[config.mk]
export PLATFORM = sky130hd
export DESIGN_NAME = trap_controller
export DESIGN_NICKNAME = d
export VERILOG_FILES = /design/src/rtl/trap_controller.sv
export SDC_FILE = /design/constraint.sdc
export NUM_CORES = 1
export LEC_CHECK = 0
export CELL_PAD_IN_SITES_DETAIL_PLACEMENT = 1
export CELL_PAD_IN_SITES_GLOBAL_PLACEMENT = 1
export CORE_AREA = 2 2 129 131
export DETAILED_ROUTE_END_ITERATION = 6
export DIE_AREA = 0 0 131 133
export DONT_BUFFER_PORTS = 1
export PLACE_DENSITY_LB_ADDON = 0.1
export REMOVE_ABC_BUFFERS = 1
export SLEW_MARGIN = 5
export SYNTH_ARGS = -nofsm -noshare
export SYNTH_HDL_FRONTEND = slang
export SYNTH_SLANG_ARGS = --single-unit
[constraint.sdc]
create_clock -name clk -period 10.2 [get_ports clk]
set_input_delay 2.04 -clock clk [delete_from_list [all_inputs] [get_ports clk]]
set_output_delay 2.04 -clock clk [all_outputs]
set_load 0.02 [all_outputs]
[src/rtl/trap_controller.sv]
// trap_controller
//   Sequences machine-mode trap entry (exceptions and interrupts) and trap
//   exit (mret). Owns the single CSR file write port: pipeline CSR writes pass
//   straight through while the controller is idle, and are replaced by the
//   controller's own mepc/mcause/mstatus writes while a sequence is running.
//   Drives pipeline flush/stall and a one-cycle PC redirect strobe.
//
// Ports
//   clk, rst                    clock, asynchronous active-high reset
//   exc_valid, exc_cause        execute-stage exception and its code
//   mret_valid                  mret in execute stage
//   pc_in                       PC of the execute-stage instruction
//   irq_ext, irq_timer, irq_sw  level interrupt lines
//   mstatus_q, mie_q,
//   mtvec_q, mepc_q             current CSR values from the CSR file
//   pipe_csr_we/addr/wdata      pipeline CSR write request
//   csr_we/waddr/wdata          CSR file write port
//   mip_o                       pending-interrupt vector to the CSR file
//   flush_o, stall_o            flush IF/ID/EX, freeze PC and pipeline regs
//   redirect_valid, redirect_pc one-cycle PC redirect strobe and target
module trap_controller #(
    parameter int XLEN   = 32,
    parameter int CSR_AW = 12
) (
    input  logic              clk,
    input  logic              rst,
    input  logic              exc_valid,
    input  logic [3:0]        exc_cause,
    input  logic              mret_valid,
    input  logic [XLEN-1:0]   pc_in,
    input  logic              irq_ext,
    input  logic              irq_timer,
    input  logic              irq_sw,
    input  logic [XLEN-1:0]   mstatus_q,
    input  logic [XLEN-1:0]   mie_q,
    input  logic [XLEN-1:0]   mtvec_q,
    input  logic [XLEN-1:0]   mepc_q,
    input  logic              pipe_csr_we,
    input  logic [CSR_AW-1:0] pipe_csr_addr,
    input  logic [XLEN-1:0]   pipe_csr_wdata,
    output logic              csr_we,
    output logic [CSR_AW-1:0] csr_waddr,
    output logic [XLEN-1:0]   csr_wdata,
    output logic [XLEN-1:0]   mip_o,
    output logic              flush_o,
    output logic              stall_o,
    output logic              redirect_valid,
    output logic [XLEN-1:0]   redirect_pc
);

    localparam logic [CSR_AW-1:0] ADDR_MSTATUS = CSR_AW'(12'h300);
    localparam logic [CSR_AW-1:0] ADDR_MEPC    = CSR_AW'(12'h341);
    localparam logic [CSR_AW-1:0] ADDR_MCAUSE  = CSR_AW'(12'h342);

    typedef enum logic [2:0] {
        IDLE,
        W_MEPC,
        W_MCAUSE,
        W_MSTAT,
        REDIR,
        R_MSTAT,
        R_REDIR
    } state_t;

    state_t            state, state_d;
    logic [XLEN-1:2]   pc_q;
    logic [3:0]        code_q, code_d;
    logic              intr_q, intr_d;
    logic [XLEN-1:0]   target_q, target_d;

    logic              irq_ext_en, irq_timer_en, irq_sw_en;
    logic              trap_take, mret_take;
    logic [XLEN-1:0]   base;
    logic [XLEN-1:0]   mcause;
    logic [XLEN-1:0]   mstat_trap, mstat_mret;

    // Bits of the inputs this block has no use for.
    logic unused_bits;
    assign unused_bits = ^{mie_q[XLEN-1:12], mie_q[10:8], mie_q[6:4], mie_q[2:0], pc_in[1:0]};

    always_comb begin
        mip_o     = '0;
        mip_o[11] = irq_ext;
        mip_o[7]  = irq_timer;
        mip_o[3]  = irq_sw;
    end

    assign irq_ext_en   = mstatus_q[3] & mie_q[11] & irq_ext;
    assign irq_timer_en = mstatus_q[3] & mie_q[7]  & irq_timer;
    assign irq_sw_en    = mstatus_q[3] & mie_q[3]  & irq_sw;

    // Event arbitration: exception > ext > sw > timer > mret, IDLE only.
    always_comb begin
        trap_take = 1'b0;
        mret_take = 1'b0;
        intr_d    = 1'b0;
        code_d    = exc_cause;
        if (state == IDLE) begin
            if (exc_valid) begin
                trap_take = 1'b1;
            end else if (irq_ext_en) begin
                trap_take = 1'b1;
                intr_d    = 1'b1;
                code_d    = 4'd11;
            end else if (irq_sw_en) begin
                trap_take = 1'b1;
                intr_d    = 1'b1;
                code_d    = 4'd3;
            end else if (irq_timer_en) begin
                trap_take = 1'b1;
                intr_d    = 1'b1;
                code_d    = 4'd7;
            end else if (mret_valid) begin
                mret_take = 1'b1;
            end
        end
    end

    // Vectored mode only offsets interrupts; the add wraps at XLEN bits.
    assign base = {mtvec_q[XLEN-1:2], 2'b00};
    always_comb begin
        target_d = base;
        if (mtvec_q[1:0] == 2'b01 && intr_d)
            target_d = base + XLEN'({code_d, 2'b00});
    end

    assign mcause = {intr_q, {(XLEN-5){1'b0}}, code_q};

    always_comb begin
        mstat_trap        = mstatus_q;
        mstat_trap[7]     = mstatus_q[3];
        mstat_trap[3]     = 1'b0;
        mstat_trap[12:11] = 2'b11;
        mstat_mret        = mstatus_q;
        mstat_mret[3]     = mstatus_q[7];
        mstat_mret[7]     = 1'b1;
        mstat_mret[12:11] = 2'b11;
    end

    // NOTE: sequential state uses non-blocking assignments so every register
    // samples the pre-edge values, independent of statement order.
    always_ff @(posedge clk or posedge rst) begin
        if (rst) begin
            state    <= IDLE;
            pc_q     <= '0;
            code_q   <= '0;
            intr_q   <= 1'b0;
            target_q <= '0;
        end else begin
            state <= state_d;
            if (trap_take) begin
                pc_q     <= pc_in[XLEN-1:2];
                code_q   <= code_d;
                intr_q   <= intr_d;
                target_q <= target_d;
            end
        end
    end

    // NOTE: every output of this block is given a default first, so no path
    // through the case leaves a signal unassigned and no latch is inferred.
    always_comb begin
        state_d        = state;
        csr_we         = 1'b0;
        csr_waddr      = '0;
        csr_wdata      = '0;
        flush_o        = 1'b1;
        stall_o        = 1'b1;
        redirect_valid = 1'b0;
        redirect_pc    = '0;
        case (state)
            IDLE: begin
                if (trap_take) begin
                    state_d = W_MEPC;
                end else if (mret_take) begin
                    state_d = R_MSTAT;
                end else begin
                    flush_o   = 1'b0;
                    stall_o   = 1'b0;
                    csr_we    = pipe_csr_we;
                    csr_waddr = pipe_csr_addr;
                    csr_wdata = pipe_csr_wdata;
                end
            end
            W_MEPC: begin
                csr_we    = 1'b1;
                csr_waddr = ADDR_MEPC;
                csr_wdata = {pc_q, 2'b00};
                state_d   = W_MCAUSE;
            end
            W_MCAUSE: begin
                csr_we    = 1'b1;
                csr_waddr = ADDR_MCAUSE;
                csr_wdata = mcause;
                state_d   = W_MSTAT;
            end
            W_MSTAT: begin
                csr_we    = 1'b1;
                csr_waddr = ADDR_MSTATUS;
                csr_wdata = mstat_trap;
                state_d   = REDIR;
            end
            REDIR: begin
                redirect_valid = 1'b1;
                redirect_pc    = target_q;
                state_d        = IDLE;
            end
            R_MSTAT: begin
                csr_we    = 1'b1;
                csr_waddr = ADDR_MSTATUS;
                csr_wdata = mstat_mret;
                state_d   = R_REDIR;
            end
            R_REDIR: begin
                redirect_valid = 1'b1;
                redirect_pc    = mepc_q;
                state_d        = IDLE;
            end
            default: begin
                state_d = IDLE;
            end
        endcase
    end

endmodule

# == Word-level counts from Yosys, hierarchy flattened ==
# Cells that the tools add are included.
# word_totals
ff_bits,70
in_bits,216
word_cells,61
# op_classes
addsub,1
bitwise,6
n_reduce_logical,5
n_eq_ne,8
muxes,36
# op_table
operator,n
one-hot mux 32 bit (5 select lines),1
2-to-1 mux 32 bit,3
one-hot mux 32 bit (2 select lines),1
one-hot mux 12 bit (4 select lines),1
adder 32 x 6 -> 32 bit,1
2-to-1 mux 12 bit,2
2-to-1 mux 4 bit,5
2-to-1 mux 1 bit,19
one-hot mux 3 bit (5 select lines),1
"equality test 3 bit, second input constant",3
AND 1 bit,6
"equality test 3 x 2 -> 1 bit, second input constant",2
2-to-1 mux 3 bit,2
OR reduction 2 bit,2
OR reduction 4 bit,1
"equality test 3 x 1 -> 1 bit, second input constant",1
zero test 3 bit,1
"!= test 3 bit, second input constant",1
"equality test 2 x 1 -> 1 bit, second input constant",1
one-hot mux 1 bit (2 select lines),1
logical AND 1 bit,1

# == Depth between registers and ports, before layout ==
# depth
word_depth,10
mapped_depth,13
ltp_nobuf,11

# == Worst setup path after synthesis ==
# OpenSTA, ideal clock, no wires.
# synth_path
path_type,input to output
startpoint,in irq_sw
endpoint,out csr_waddr[9]
required_ps,8160
t_arrival_ps,3635
slack_ps,4525
path_stages,7
cell_sequence,a22oi_1 nand2_1 a2111oi_0 buf_2 buf_2 a21oi_1 o21bai_1
# synth_between
elab_chain_cells,8
elab_cells_between_ends,12
classes_between,mux (11); bitwise (1)
# synth_lines
element,line_no,rtl
start: declaration,33,"input logic irq_sw,"
AND 1 bit (*),90,assign irq_sw_en = mstatus_q[3] & mie_q[3] & irq_sw;
2-to-1 mux 1 bit,105,end else if (irq_sw_en) begin
2-to-1 mux 1 bit,101,end else if (irq_ext_en) begin
2-to-1 mux 1 bit,99,if (exc_valid) begin
2-to-1 mux 1 bit,98,if (state == IDLE) begin
2-to-1 mux 12 bit,175,end else if (mret_take) begin
2-to-1 mux 12 bit (*),173,if (trap_take) begin
one-hot mux 12 bit (4 select lines) (*),171,case (state)
end: declaration,42,"output logic [CSR_AW-1:0] csr_waddr,"
# Every way passes the cells marked *; elsewhere a longest branch is shown, timed or not.

# == Final worst setup path ==
# Ends and elaborated chain as after synthesis.

==> run_summary.xml <==
<?xml version="1.0" encoding="UTF-8"?>
<metrics>
  <group name="global_route">
    <metric name="grt_start_max_net_pins" unit="">69</metric>
    <metric name="grtUsageTotal" unit="%">18.1</metric>
    <metric name="grt_antenna_before_repair" unit="">1</metric>
    <metric name="number_of_global_route_vias_before_repair" unit="">4330</metric>
    <metric name="global_route.overflow_total" unit="">0</metric>
    <metric name="wire_length_of_the_first_global_routing_pass" unit="microns">24100</metric>
  </group>
  <group name="detailed_routing">
    <metric name="ant_nets" unit="">0</metric>
    <metric name="detailedRoute.firstIterationViolations" unit="">180</metric>
    <metric name="average_detailed_routed_wire_length_per_instance" unit="microns">20.4</metric>
    <metric name="avgViaCountPerCell" unit="">5.30</metric>
    <metric name="detailroute.via_count" unit="">4296</metric>
    <metric name="drt_first_pass_iters" unit="">7</metric>
    <metric name="totalWireLength" unit="microns">16500</metric>
    <metric name="drt_drc_violations_left" unit="">1</metric>
  </group>
  <group name="power">
    <metric name="power_switching_share" unit="%">47.5</metric>
    <metric name="cellInternalPower" unit="mW">0.843</metric>
    <metric name="p_leak" unit="nW">2.47</metric>
    <metric name="combinationalPowerShare" unit="%">49.3</metric>
    <metric name="p_clk_share" unit="%">20.1</metric>
    <metric name="power.density_cell_area" unit="nW/um^2">305</metric>
    <metric name="vdd_ir_drop_max" unit="mV">0.150</metric>
    <metric name="switching_power" unit="mW">0.762</metric>
    <metric name="p_seq_share" unit="%">30.6</metric>
  </group>
  <group name="synth">
    <metric name="synthCells" unit="">607</metric>
    <metric name="ys_warn_count" unit="">0</metric>
    <metric name="yosys-top-cells-area" unit="">sky130_fd_sc_hd__dfrtp_1 35%, sky130_fd_sc_hd__nand2_1 10%, sky130_fd_sc_hd__mux2i_1 7.0%</metric>
    <metric name="netlist.top_cell.by_area" unit="">sky130_fd_sc_hd__dfrtp_1</metric>
    <metric name="syn_area_per_cell" unit="sq um">8.04</metric>
    <metric name="synthDominantCellAreaShare" unit="%">34.9</metric>
    <metric name="netlist_area" unit="sq um">4880</metric>
    <metric name="dominantRegCellSynth" unit="">sky130_fd_sc_hd__dfrtp_1</metric>
    <metric name="synth_edf_count" unit="">0</metric>
    <metric name="yosys.cell_types.count" unit="">52</metric>
    <metric name="synth_sequential_area_ratio" unit="%">34.9</metric>
    <metric name="async_flop_share" unit="%">100</metric>
    <metric name="ys_seq_elements" unit="">68</metric>
  </group>
  <group name="sta">
    <metric name="worst_slew_pin_slew" unit="ns">1.12</metric>
    <metric name="finalHoldViolations" unit="">0</metric>
    <metric name="timing.final.setup_violations" unit="">0</metric>
    <metric name="finalCritPeriodShare" unit="%">58.2</metric>
    <metric name="fmaxAchievable" unit="MHz">168</metric>
    <metric name="drv_slew" unit="">0</metric>
    <metric name="totalNegativeSetupSlack" unit="ns">0</metric>
    <metric name="fin_skew" unit="ns">0.00633</metric>
    <metric name="slew_headroom" unit="%">25.4</metric>
    <metric name="final.min_clock_period" unit="ns">5.94</metric>
    <metric name="grt_setup_unrepaired" unit="">no</metric>
  </group>
  <group name="cts">
    <metric name="clk_transition_reported_paths" unit="ns">0.06</metric>
    <metric name="cts_tree" unit="">done</metric>
    <metric name="cts_htree_levels" unit="">3</metric>
    <metric name="cts_buffers" unit="">9</metric>
    <metric name="clk-insertion-delay-late" unit="ns">0.34</metric>
    <metric name="cts.repair.resized" unit="">0</metric>
    <metric name="cts_root_buffer" unit="">sky130_fd_sc_hd__clkbuf_16</metric>
    <metric name="post_cts.repair.setup_buffers" unit="">0</metric>
    <metric name="postCtsHoldBufs" unit="">0</metric>
    <metric name="cts_max_path_buffers" unit="">2</metric>
    <metric name="clkSinkCount" unit="">68</metric>
  </group>
  <group name="flow_run">
    <metric name="maxCapViolations" unit="">0</metric>
  </group>
  <group name="placed_design">
    <metric name="dpl.cell_count" unit="">793</metric>
    <metric name="place_hpwl" unit="microns">12100</metric>
    <metric name="gp_congestion" unit="">0.738</metric>
    <metric name="io_buffers" unit="">0</metric>
  </group>
  <group name="die">
    <metric name="dieWidth" unit="microns">131</metric>
    <metric name="starting_utilization_of_the_core_area" unit="%">30.2</metric>
    <metric name="die_area" unit="sq um">17400</metric>
    <metric name="placeableCoreArea" unit="sq um">16200</metric>
    <metric name="io_pins" unit="">328</metric>
    <metric name="rows" unit="">47</metric>
    <metric name="die_height" unit="microns">133</metric>
  </group>
  <group name="critical_path">
    <metric name="crit_path_max_fanout" unit="">47</metric>
    <metric name="cpPeakStageDelay" unit="ns">0.49</metric>
    <metric name="worst-setup-path-type" unit="">primary input to output pin</metric>
    <metric name="end_kind" unit="">output pin</metric>
    <metric name="worst-endpoint-required" unit="ns">8.16</metric>
    <metric name="crit_path_cell_trace" unit="">a22oi_1 &gt; nand2_1 &gt; a2111oi_2 &gt; buf_4 &gt; a21oi_1 &gt; o21bai_1</metric>
    <metric name="cell_with_the_largest_stage_delay_on_the_worst_path" unit="">sky130_fd_sc_hd__buf_4</metric>
    <metric name="setup.worst_path.start_class" unit="">primary input</metric>
    <metric name="crit_arrival" unit="ns">3.90</metric>
  </group>
  <group name="finish">
    <metric name="final_common_cell" unit="">sky130_fd_sc_hd__nand2_1</metric>
    <metric name="syn2layout_area_growth" unit="%">7.64</metric>
    <metric name="fillerInstances" unit="">1930</metric>
    <metric name="num-nets-final" unit="">805</metric>
    <metric name="drive_gt1_share" unit="%">8.15</metric>
    <metric name="most-common-layout-cells" unit="">133 x sky130_fd_sc_hd__nand2_1, 67 x sky130_fd_sc_hd__dfrtp_1, 47 x sky130_fd_sc_hd__nor2_1</metric>
    <metric name="finish.cell_count_without_fillers" unit="">810</metric>
  </group>
  <group name="status">
    <metric name="violations" unit="">design-rule violations</metric>
    <metric name="run_status" unit="">finished with violations</metric>
  </group>
  <group name="min_path">
    <metric name="hold_class" unit="">flop to flop</metric>
  </group>
</metrics>
logic make-up after synthesis:
group	Yosys count	share of synthesized area, %
buffers and inverters	106	11.0
flip-flops	68	34.9
adder cells (fa/ha/maj)	5	1.44
XOR/XNOR	20	3.59
multiplexers	40	8.36
other	1	0.0768
AO/OA/AOI/OAI	100	15.0
AND/OR/NAND/NOR	267	25.6
cell usage after synthesis, types with 15 or more instances:
master / number
sky130_fd_sc_hd__a222oi_1: 27
sky130_fd_sc_hd__buf_4: 33
sky130_fd_sc_hd__clkbuf_1: 25
sky130_fd_sc_hd__dfrtp_1: 68
sky130_fd_sc_hd__inv_1: 35
sky130_fd_sc_hd__mux2i_1: 34
sky130_fd_sc_hd__nand2_1: 133
sky130_fd_sc_hd__nand3_1: 15
sky130_fd_sc_hd__nand4_1: 18
sky130_fd_sc_hd__nor2_1: 47
sky130_fd_sc_hd__o21ai_0: 29
sky130_fd_sc_hd__xor2_1: 16
power groups by stage:
stage	Clock, mW	Sequential [mW]	Combinational, mW
global placement	0	0.492	0.788
finish	0.322	0.492	0.791
detailed placement	0	0.497	0.806
CTS	0.333	0.493	0.809
floorplan	0	0.489	0.621
global route	0.345	0.510	0.880
cell type report:
class,instances,area [sq um],share of cell area (%)
diodes,1,2.50,0.0476
clock buffers,10,239,4.55
clock inverters,6,63.8,1.21
inverters,35,133,2.52
multi-input cells,461,2770,52.7
flip-flops and latches,68,1700,32.4
well taps,220,275,5.24
repair buffers,9,67.6,1.29
per-stage QoR:
stage / worst slack (ns) / cell area [sq um] / hold WS, ns / utilization (%) / power (mW)
floorplan: -0.748 / 4580 / 0.438 / - / 1.11
global placement: 4.26 / 4950 / 0.458 / 30.6 / 1.28
detailed placement: 4.23 / 4950 / 0.465 / 30.6 / 1.30
CTS: 4.21 / 5250 / 0.479 / 32.5 / 1.63
global route: 4.10 / 5250 / 0.496 / 32.5 / 1.74
finish: 4.26 / 5250 / 0.478 / 32.5 / 1.60
layer usage:
metal / vias to the layer above / track usage, % / part of all wire (%)
met5: - / 0 / 0
met4: 0 / 5.20 / 0.95
met3: 11 / 5.30 / 8.3
met2: 177 / 32.6 / 52
met1: 2087 / 20.5 / 39
li1: 2021 / - / -
worst max-delay path: cells and delay by family:
family,cells,cell delay (ns)
AO/OA/AOI/OAI,4,1.19
AND/OR/NAND/NOR,1,0.15
buffers and inverters,1,0.49
path summary, 6_finish.rpt:
kind / startpoint / end / slack [ns] / cells past startpoint
min in group asynchronous: rst / pc_q[23] / 1.87 / 2
hold reg to reg: pc_q[29] / pc_q[29] / 0.48 / 2
setup / recovery: irq_sw / csr_waddr[9] / 4.26 / 6
hold / removal: pc_q[29] / pc_q[29] / 0.48 / 2
setup reg to reg: state[1] / target_q[28] / 5.59 / 13
max in group asynchronous: rst / state[1] / 7.67 / 2
sequential cells by signal, indices dropped and copies added, names as in the netlist:
name,cells
intr_q,1
pc_q,30
target_q,30
state,3
code_q,4
No activity file was read; power rests on OpenSTA's default activity.
